**src/rtl/cnn_ci_feeder_if.sv**
```systemverilog
// Load, accumulator and result-drain signals between a host and cnn_ci_feeder.
// master = host/accumulator side, slave = the feeder.
interface cnn_ci_feeder_if #(
    parameter int unsigned DATA_LEN = 8,
    parameter int unsigned ICH      = 3,
    parameter int unsigned IX       = 7,
    parameter int unsigned IY       = 4,
    parameter int unsigned KX       = 3,
    parameter int unsigned KY       = 3,
    parameter int unsigned OX       = 5,
    parameter int unsigned OY       = 2
) ();
    logic                             i_soft_reset;
    logic                             i_wr_valid;
    logic                             i_wr_sel;
    logic [DATA_LEN-1:0]              i_wr_data;
    logic                             o_wr_ready;
    logic                             i_start;
    logic                             o_in_valid;
    logic [ICH*IX*IY*DATA_LEN-1:0]    o_in_fmap;
    logic [ICH*KX*KY*DATA_LEN-1:0]    o_cnn_weight;
    logic                             o_acc_soft_reset;
    logic                             i_ot_valid;
    logic [OX*OY*DATA_LEN-1:0]        i_ot_ci_acc;
    logic                             o_rd_valid;
    logic                             i_rd_ready;
    logic [DATA_LEN-1:0]              o_rd_data;
    logic                             o_rd_last;
    logic                             o_busy;
    logic                             o_timeout;

    modport master (
        output i_soft_reset, i_wr_valid, i_wr_sel, i_wr_data, i_start, i_ot_valid,
               i_ot_ci_acc, i_rd_ready,
        input  o_wr_ready, o_in_valid, o_in_fmap, o_cnn_weight, o_acc_soft_reset,
               o_rd_valid, o_rd_data, o_rd_last, o_busy, o_timeout
    );

    modport slave (
        input  i_soft_reset, i_wr_valid, i_wr_sel, i_wr_data, i_start, i_ot_valid,
               i_ot_ci_acc, i_rd_ready,
        output o_wr_ready, o_in_valid, o_in_fmap, o_cnn_weight, o_acc_soft_reset,
               o_rd_valid, o_rd_data, o_rd_last, o_busy, o_timeout
    );
endinterface

```
**src/rtl/cnn_ci_feeder.sv**
```systemverilog
// Buffers one fmap/weight set, hands it to the CI accumulator, then drains the result.
// Define CNN_FEEDER_TIMEOUT_EN to add an 8-bit RUN watchdog driving o_timeout.
module cnn_ci_feeder #(
    parameter int unsigned DATA_LEN = 8,
    parameter int unsigned ICH      = 3,
    parameter int unsigned IX       = 7,
    parameter int unsigned IY       = 4,
    parameter int unsigned KX       = 3,
    parameter int unsigned KY       = 3,
    parameter int unsigned OX       = 5,
    parameter int unsigned OY       = 2
) (
    input logic            clk,
    input logic            reset_n,
    cnn_ci_feeder_if.slave bus
);
    localparam int unsigned FmapDepth = ICH * IX * IY;
    localparam int unsigned WgtDepth  = ICH * KX * KY;
    localparam int unsigned ResDepth  = OX * OY;
    localparam int unsigned FpW       = $clog2(FmapDepth + 1);
    localparam int unsigned WpW       = $clog2(WgtDepth + 1);
    localparam int unsigned RiW       = (ResDepth > 1) ? $clog2(ResDepth) : 1;

    localparam logic [FpW-1:0] FmapFull = FpW'(FmapDepth);
    localparam logic [WpW-1:0] WgtFull  = WpW'(WgtDepth);
    localparam logic [RiW-1:0] ResLast  = RiW'(ResDepth - 1);

    typedef enum logic [1:0] {StLoad, StRun, StClear, StDrain} state_e;

    state_e                          state_q;
    logic [FpW-1:0]                  fmap_ptr_q;
    logic [WpW-1:0]                  wgt_ptr_q;
    logic [RiW-1:0]                  rd_idx_q;
    logic [FmapDepth*DATA_LEN-1:0]   fmap_q;
    logic [WgtDepth*DATA_LEN-1:0]    wgt_q;
    logic [ResDepth*DATA_LEN-1:0]    result_q;

    logic                fmap_full;
    logic                wgt_full;
    logic                wr_ready;
    logic                wr_fire;
    logic                timeout_hit;
    logic                to_pulse;
    logic [DATA_LEN-1:0] rd_word;

    assign fmap_full = (fmap_ptr_q == FmapFull);
    assign wgt_full  = (wgt_ptr_q == WgtFull);
    assign wr_ready  = (state_q == StLoad) && (bus.i_wr_sel ? !wgt_full : !fmap_full);
    assign wr_fire   = bus.i_wr_valid && wr_ready;

`ifdef CNN_FEEDER_TIMEOUT_EN
    logic [7:0] to_cnt_q;
    logic       timeout_q;
    logic       to_pulse_q;

    assign timeout_hit = (state_q == StRun) && !bus.i_ot_valid && (to_cnt_q == 8'hFF);
    assign to_pulse    = to_pulse_q;

    always_ff @(posedge clk or negedge reset_n) begin
        if (!reset_n) begin
            to_cnt_q   <= '0;
            timeout_q  <= 1'b0;
            to_pulse_q <= 1'b0;
        end else if (bus.i_soft_reset) begin
            to_cnt_q   <= '0;
            timeout_q  <= 1'b0;
            to_pulse_q <= 1'b0;
        end else begin
            to_pulse_q <= timeout_hit;
            if (timeout_hit) timeout_q <= 1'b1;
            to_cnt_q <= (state_q == StRun) ? to_cnt_q + 8'd1 : 8'd0;
        end
    end

    assign bus.o_timeout = timeout_q;
`else
    assign timeout_hit   = 1'b0;
    assign to_pulse      = 1'b0;
    assign bus.o_timeout = 1'b0;
`endif

    always_ff @(posedge clk or negedge reset_n) begin
        if (!reset_n) begin
            state_q    <= StLoad;
            fmap_ptr_q <= '0;
            wgt_ptr_q  <= '0;
            rd_idx_q   <= '0;
            fmap_q     <= '0;
            wgt_q      <= '0;
            result_q   <= '0;
        end else if (bus.i_soft_reset) begin
            state_q    <= StLoad;
            fmap_ptr_q <= '0;
            wgt_ptr_q  <= '0;
            rd_idx_q   <= '0;
            fmap_q     <= '0;
            wgt_q      <= '0;
            result_q   <= '0;
        end else begin
            unique case (state_q)
                StLoad: begin
                    if (wr_fire && !bus.i_wr_sel) begin
                        for (int unsigned i = 0; i < FmapDepth; i++) begin
                            if (fmap_ptr_q == FpW'(i)) fmap_q[i*DATA_LEN +: DATA_LEN] <= bus.i_wr_data;
                        end
                        fmap_ptr_q <= fmap_ptr_q + 1'b1;
                    end
                    if (wr_fire && bus.i_wr_sel) begin
                        for (int unsigned i = 0; i < WgtDepth; i++) begin
                            if (wgt_ptr_q == WpW'(i)) wgt_q[i*DATA_LEN +: DATA_LEN] <= bus.i_wr_data;
                        end
                        wgt_ptr_q <= wgt_ptr_q + 1'b1;
                    end
                    if (bus.i_start && fmap_full && wgt_full) state_q <= StRun;
                end
                StRun: begin
                    if (bus.i_ot_valid) begin
                        result_q <= bus.i_ot_ci_acc;
                        state_q  <= StClear;
                    end else if (timeout_hit) begin
                        state_q    <= StLoad;
                        fmap_ptr_q <= '0;
                        wgt_ptr_q  <= '0;
                        rd_idx_q   <= '0;
                    end
                end
                StClear: state_q <= StDrain;
                StDrain: begin
                    if (bus.i_rd_ready) begin
                        if (rd_idx_q == ResLast) begin
                            // Buffers keep their contents; only the pointers rewind.
                            state_q    <= StLoad;
                            fmap_ptr_q <= '0;
                            wgt_ptr_q  <= '0;
                            rd_idx_q   <= '0;
                        end else begin
                            rd_idx_q <= rd_idx_q + 1'b1;
                        end
                    end
                end
                default: state_q <= StLoad;
            endcase
        end
    end

    always_comb begin
        rd_word = '0;
        for (int unsigned i = 0; i < ResDepth; i++) begin
            if (rd_idx_q == RiW'(i)) rd_word = result_q[i*DATA_LEN +: DATA_LEN];
        end
    end

    assign bus.o_wr_ready       = wr_ready;
    assign bus.o_in_valid       = (state_q == StRun);
    assign bus.o_in_fmap        = fmap_q;
    assign bus.o_cnn_weight     = wgt_q;
    assign bus.o_acc_soft_reset = bus.i_soft_reset || (state_q == StClear) || to_pulse;
    assign bus.o_rd_valid       = (state_q == StDrain);
    assign bus.o_rd_data        = (state_q == StDrain) ? rd_word : '0;
    assign bus.o_rd_last        = (state_q == StDrain) && (rd_idx_q == ResLast);
    assign bus.o_busy           = (state_q != StLoad);
endmodule

```
**src/flat_wrapper.sv**
```systemverilog
// flat-port wrapper written by rule: the top's interface ports become plain ports
module cnn_ci_feeder_flat 
#(
    parameter int unsigned DATA_LEN = 8,
    parameter int unsigned ICH      = 3,
    parameter int unsigned IX       = 7,
    parameter int unsigned IY       = 4,
    parameter int unsigned KX       = 3,
    parameter int unsigned KY       = 3,
    parameter int unsigned OX       = 5,
    parameter int unsigned OY       = 2
)
  (clk, reset_n, bus_i_soft_reset, bus_i_wr_valid, bus_i_wr_sel, bus_i_wr_data, bus_i_start, bus_i_ot_valid, bus_i_ot_ci_acc, bus_i_rd_ready, bus_o_wr_ready, bus_o_in_valid, bus_o_in_fmap, bus_o_cnn_weight, bus_o_acc_soft_reset, bus_o_rd_valid, bus_o_rd_data, bus_o_rd_last, bus_o_busy, bus_o_timeout);
  cnn_ci_feeder_if #(.DATA_LEN(DATA_LEN), .ICH(ICH), .IX(IX), .IY(IY), .KX(KX), .KY(KY), .OX(OX), .OY(OY)) bus_i ();
  input logic clk;
  input logic reset_n;
  input wire logic [$bits(bus_i.i_soft_reset)-1:0] bus_i_soft_reset;
  input wire logic [$bits(bus_i.i_wr_valid)-1:0] bus_i_wr_valid;
  input wire logic [$bits(bus_i.i_wr_sel)-1:0] bus_i_wr_sel;
  input wire logic [$bits(bus_i.i_wr_data)-1:0] bus_i_wr_data;
  input wire logic [$bits(bus_i.i_start)-1:0] bus_i_start;
  input wire logic [$bits(bus_i.i_ot_valid)-1:0] bus_i_ot_valid;
  input wire logic [$bits(bus_i.i_ot_ci_acc)-1:0] bus_i_ot_ci_acc;
  input wire logic [$bits(bus_i.i_rd_ready)-1:0] bus_i_rd_ready;
  output wire logic [$bits(bus_i.o_wr_ready)-1:0] bus_o_wr_ready;
  output wire logic [$bits(bus_i.o_in_valid)-1:0] bus_o_in_valid;
  output wire logic [$bits(bus_i.o_in_fmap)-1:0] bus_o_in_fmap;
  output wire logic [$bits(bus_i.o_cnn_weight)-1:0] bus_o_cnn_weight;
  output wire logic [$bits(bus_i.o_acc_soft_reset)-1:0] bus_o_acc_soft_reset;
  output wire logic [$bits(bus_i.o_rd_valid)-1:0] bus_o_rd_valid;
  output wire logic [$bits(bus_i.o_rd_data)-1:0] bus_o_rd_data;
  output wire logic [$bits(bus_i.o_rd_last)-1:0] bus_o_rd_last;
  output wire logic [$bits(bus_i.o_busy)-1:0] bus_o_busy;
  output wire logic [$bits(bus_i.o_timeout)-1:0] bus_o_timeout;
  assign bus_i.i_soft_reset = bus_i_soft_reset;
  assign bus_i.i_wr_valid = bus_i_wr_valid;
  assign bus_i.i_wr_sel = bus_i_wr_sel;
  assign bus_i.i_wr_data = bus_i_wr_data;
  assign bus_i.i_start = bus_i_start;
  assign bus_i.i_ot_valid = bus_i_ot_valid;
  assign bus_i.i_ot_ci_acc = bus_i_ot_ci_acc;
  assign bus_i.i_rd_ready = bus_i_rd_ready;
  assign bus_o_wr_ready = bus_i.o_wr_ready;
  assign bus_o_in_valid = bus_i.o_in_valid;
  assign bus_o_in_fmap = bus_i.o_in_fmap;
  assign bus_o_cnn_weight = bus_i.o_cnn_weight;
  assign bus_o_acc_soft_reset = bus_i.o_acc_soft_reset;
  assign bus_o_rd_valid = bus_i.o_rd_valid;
  assign bus_o_rd_data = bus_i.o_rd_data;
  assign bus_o_rd_last = bus_i.o_rd_last;
  assign bus_o_busy = bus_i.o_busy;
  assign bus_o_timeout = bus_i.o_timeout;
  cnn_ci_feeder #(.DATA_LEN(DATA_LEN), .ICH(ICH), .IX(IX), .IY(IY), .KX(KX), .KY(KY), .OX(OX), .OY(OY)) u_core (.clk(clk), .reset_n(reset_n), .bus(bus_i));
endmodule
```
**config.mk**
```make
export PLATFORM = sky130hd
export DESIGN_NAME = cnn_ci_feeder_flat
export DESIGN_NICKNAME = d
export VERILOG_FILES = /design/src/rtl/cnn_ci_feeder_if.sv /design/src/rtl/cnn_ci_feeder.sv /design/src/flat_wrapper.sv
export SDC_FILE = /design/constraint.sdc
export NUM_CORES = 1
export LEC_CHECK = 0
export BUFFER_PORTS_ARGS = -buffer_cell sky130_fd_sc_hd__buf_2
export CAP_MARGIN = 20
export CORE_AREA = 2 2 393 395
export CTS_CLUSTER_DIAMETER = 200
export DETAILED_ROUTE_END_ITERATION = 8
export DIE_AREA = 0 0 395 397
export HOLD_SLACK_MARGIN = 0.12
export PLACE_DENSITY = 0.51
export SLEW_MARGIN = 15
export SYNTH_ARGS = -nofsm -noshare
export SYNTH_HDL_FRONTEND = slang
export SYNTH_SLANG_ARGS = --single-unit
```
**constraint.sdc**
```tcl
create_clock -name clk -period 1.9 [get_ports clk]
set_input_delay 0.285 -clock clk [delete_from_list [all_inputs] [get_ports clk]]
set_output_delay 0.285 -clock clk [all_outputs]
set_load 0.05 [all_outputs]
```
==> impl_metrics.env <==
export IMPL_clk_pin_slew_ns=0.06
export IMPL_final_common_cell="dfrtp_1"
export IMPL_synth_top_area_share_pct=66.2
export IMPL_ir_drop_mv=0.711
export IMPL_start_util_pct=24.4
export IMPL_grt_pass1_wl_um=220000
export IMPL_cts_root_buffer="clkbuf_16"
export IMPL_grt_use_total_pct=19.1
export IMPL_drc=0
export IMPL_layout_setup_ws_ns=-0.873
export IMPL_grt_pass1_vias=30532
export IMPL_synthAdderAreaFrac_pct=0.437
export IMPL_finalHoldViolCount=0
export IMPL_final_setup_tns_ns=-89.72
export IMPL_relSlewSlack_pct=34.3
export IMPL_yosys_warnings=0
export IMPL_hp_class="in2reg"
export IMPL_max_freq_ghz=0.361
export IMPL_worst_r2r_setup_slack_ns=-0.27
export IMPL_drive_gt1_share_pct=37.2
export IMPL_leakage_nw=26.5
export IMPL_power_mw=61.1
export IMPL_die_area_um2=157000
export IMPL_min_from="bus_i_wr_data[1]"
export IMPL_synth_top_family_by_area="compound AO/OA/AOI/OAI gates"
export IMPL_final_area_um2=54600
export IMPL_ys_flop_type="dfrtp_1"
export IMPL_rr_worst_depth=14
export IMPL_hold_depth=4
export IMPL_grt_max_degree=93
export IMPL_clock_skew_ns=0.0500
export IMPL_critPathMaxFanout=2
export IMPL_rsz0062_at_grt="true"
export IMPL_placed_area_um2=48300
export IMPL_cp_num_buf_inv=3
export IMPL_clock_latency_ns=0.74
export IMPL_crit_slowest_cell="mux4_2"
export IMPL_post_route_util_pct=35.7
export IMPL_tightest_slew_ns=0.983
export IMPL_max_stage_delay_ns=0.49
export IMPL_num_nets_final=4918
export IMPL_drt_pass1_iterations=6
export IMPL_dr_first_iter_drc_count=1530
export IMPL_worst_setup_path_end_kind="output port"
export IMPL_cts_max_level=3
export IMPL_synthMuxAreaShare_pct=1.82
export IMPL_syn_area_per_cell_um2=10.8
export IMPL_cp_start_kind="flip-flop"
export IMPL_dr_total_vias=30652
export IMPL_dieHeight_um=397
export IMPL_critPathTopFamily="multiplexers"
export IMPL_powerDensity_nw_per_um2=1120
export IMPL_ys_ff_latch=986
export IMPL_async_flop_share_pct=100
export IMPL_port_buffers=997
export IMPL_whs_ns=0.199
export IMPL_ys_seq_area_share_pct=66.2
export IMPL_setup_viol=807
export IMPL_cpMostUsedCell="buf_6"
export IMPL_regToRegStartpoint="u_core.state_q[1]$_DFFE_PN0P_"
export IMPL_synth_top_cells_by_area="dfrtp_1, o21ai_0, nand2_1"
export IMPL_cp_arrival_ns=2.49
export IMPL_yosysTopAreaCell="dfrtp_1"
export IMPL_cts_inserted_buffers=113
export IMPL_r2r_end="u_core.bus.o_in_fmap[226]$_DFFE_PN0P_"
export IMPL_cts_buffer_depth=3
export IMPL_synthesis_area_um2=37200
export IMPL_maxCapViolCount=0
export IMPL_antenna_found_initial=8
export IMPL_cts_tree="yes"
export IMPL_layout_cells_non_filler=6947
export IMPL_violations="setup timing"
export IMPL_die_x_um=395
export IMPL_gp_congestion=0.868
export IMPL_rows=144
export IMPL_synth_distinct_cells=69
export IMPL_dp_cells=6588
export IMPL_wirelength_um=154000
export IMPL_synth_xor_area_share_pct=0.0705
export IMPL_critPathKind="reg2out"
export IMPL_io_pins=999
export IMPL_core_um2=153000
export IMPL_pre_cts_ws_ns=-0.271
export IMPL_min_period_ns=2.77
export IMPL_run_status="finished with violations"
export IMPL_holdPathEnd="u_core.bus.o_cnn_weight[57]$_DFFE_PN0P_"
export IMPL_ant_nets=0
export IMPL_globalRouteOverflowTotal=0
export IMPL_path_cells="buf_6 > mux4_2 > nand2_2 > a21oi_2 > a2111oi_2 > buf_4 > a211oi_4 > buf_6"
export IMPL_cp_depth=8
export IMPL_layout_common_cells="dfrtp_1, buf_2, nand2_1, o21ai_0, buf_4"
export IMPL_slew_viol_final=0
export IMPL_wire_per_inst_um=22.2
export IMPL_final_period_utilization_pct=146
export IMPL_area_delta_synth_final_pct=46.5
export IMPL_cp_required_ns=1.62
export IMPL_vias_per_cell=4.41
export IMPL_syn_nets=3559
export IMPL_hpwl_um=113000
export IMPL_synthCells=3450
export IMPL_clock_sinks=986
export IMPL_synth_edf_count=0
export IMPL_synth_compound_area_share_pct=16.8
export IMPL_yosys_area_share_simple_pct=11.0
[state kept, by name, summed over array words and instances, names as in the netlist]
register,count
u_core.bus.o_cnn_weight,216
u_core.bus.o_in_fmap,672
u_core.fmap_ptr_q,7
u_core.rd_idx_q,4
u_core.result_q,80
u_core.state_q,2
u_core.wgt_ptr_q,5
[Yosys cell counts, drive strengths merged, types with 4 or more instances]
cell type	instances
clkbuf	155
mux2i	8
nand3b	4
and3	6
o21ai	870
nand2b	10
mux4	8
o221a	5
nor2	25
and2	13
a21oi	115
dfrtp	986
o22ai	8
nor2b	15
nor3	9
a31oi	17
nand2	882
ha	13
nand3	16
mux2	37
inv	12
a22o	81
buf	109
[cell type report]
| class | count | area (um2) |
|---|---|---|
| timing repair buffer | 1503 | 11300 |
| antenna | 6 | 15.0 |
| tap | 2044 | 2560 |
| sequential | 986 | 24700 |
| clock buffer | 166 | 3210 |
| multi-input combinational | 2193 | 12200 |
| fill | 15339 | 98400 |
| clock inverter | 37 | 534 |
| inverter | 12 | 51.3 |
[per-layer routing]
metal	GRT usage, %	wire length (um)	vias to the layer above
met4	7.89	6090	4
met1	23.5	63500	15023
li1	-	-	14460
met3	5.09	9970	239
met2	31.7	74700	926
met5	0	25	-
[report_power, final]
| part | switching (mW) | internal [mW] | total (mW) |
|---|---|---|---|
| clock | 9.22 | 12.8 | 22.0 |
| combinational | 10.9 | 4.21 | 15.1 |
| sequential | 1.12 | 22.8 | 23.9 |
[logic make-up (layout without fill, tap and decap cells)]
kind of cell             count (synthesis)  in the layout
XOR/XNOR                                 3              3
buffers and inverters                  276           1718
adder cells (fa/ha/maj)                 13             13
other                                    1              7
flip-flops                             986            986
multiplexers                            53             53
AND/OR/NAND/NOR                       1005           1005
AO/OA/AOI/OAI                         1113           1118
[worst min-delay path, cell delays in order]
cell and delay, ns:
buf_2 0.16, nand2b_4 0.12, buf_12 0.20, o21ai_0 0.12
[repair_timing]
item                                    4_1_cts  5_1_grt
endpoints found under the setup margin      527      898
setup buffers                                32       25
gates cloned                                  1        7
hold buffers                                 91        0
pin swaps                                    49       44
resized for setup                           168      171
endpoints found under the hold margin      1103        0
[worst max path at each step]
stage	start	to
2_1_floorplan	u_core.state_q[0]$_DFFE_PN0P_	bus_o_rd_data[2]
3_3_place_gp	u_core.rd_idx_q[0]$_DFFE_PN0P_	bus_o_rd_data[2]
3_5_place_dp	u_core.fmap_ptr_q[0]$_DFFE_PN0P_	u_core.bus.o_in_fmap[3]$_DFFE_PN0P_
4_1_cts	u_core.rd_idx_q[0]$_DFFE_PN0P_	bus_o_rd_data[2]
5_1_grt	u_core.rd_idx_q[0]$_DFFE_PN0P_	bus_o_rd_data[2]
6_report	u_core.rd_idx_q[0]$_DFFE_PN0P_	bus_o_rd_data[2]
Power figures use the tool's default switching activity.
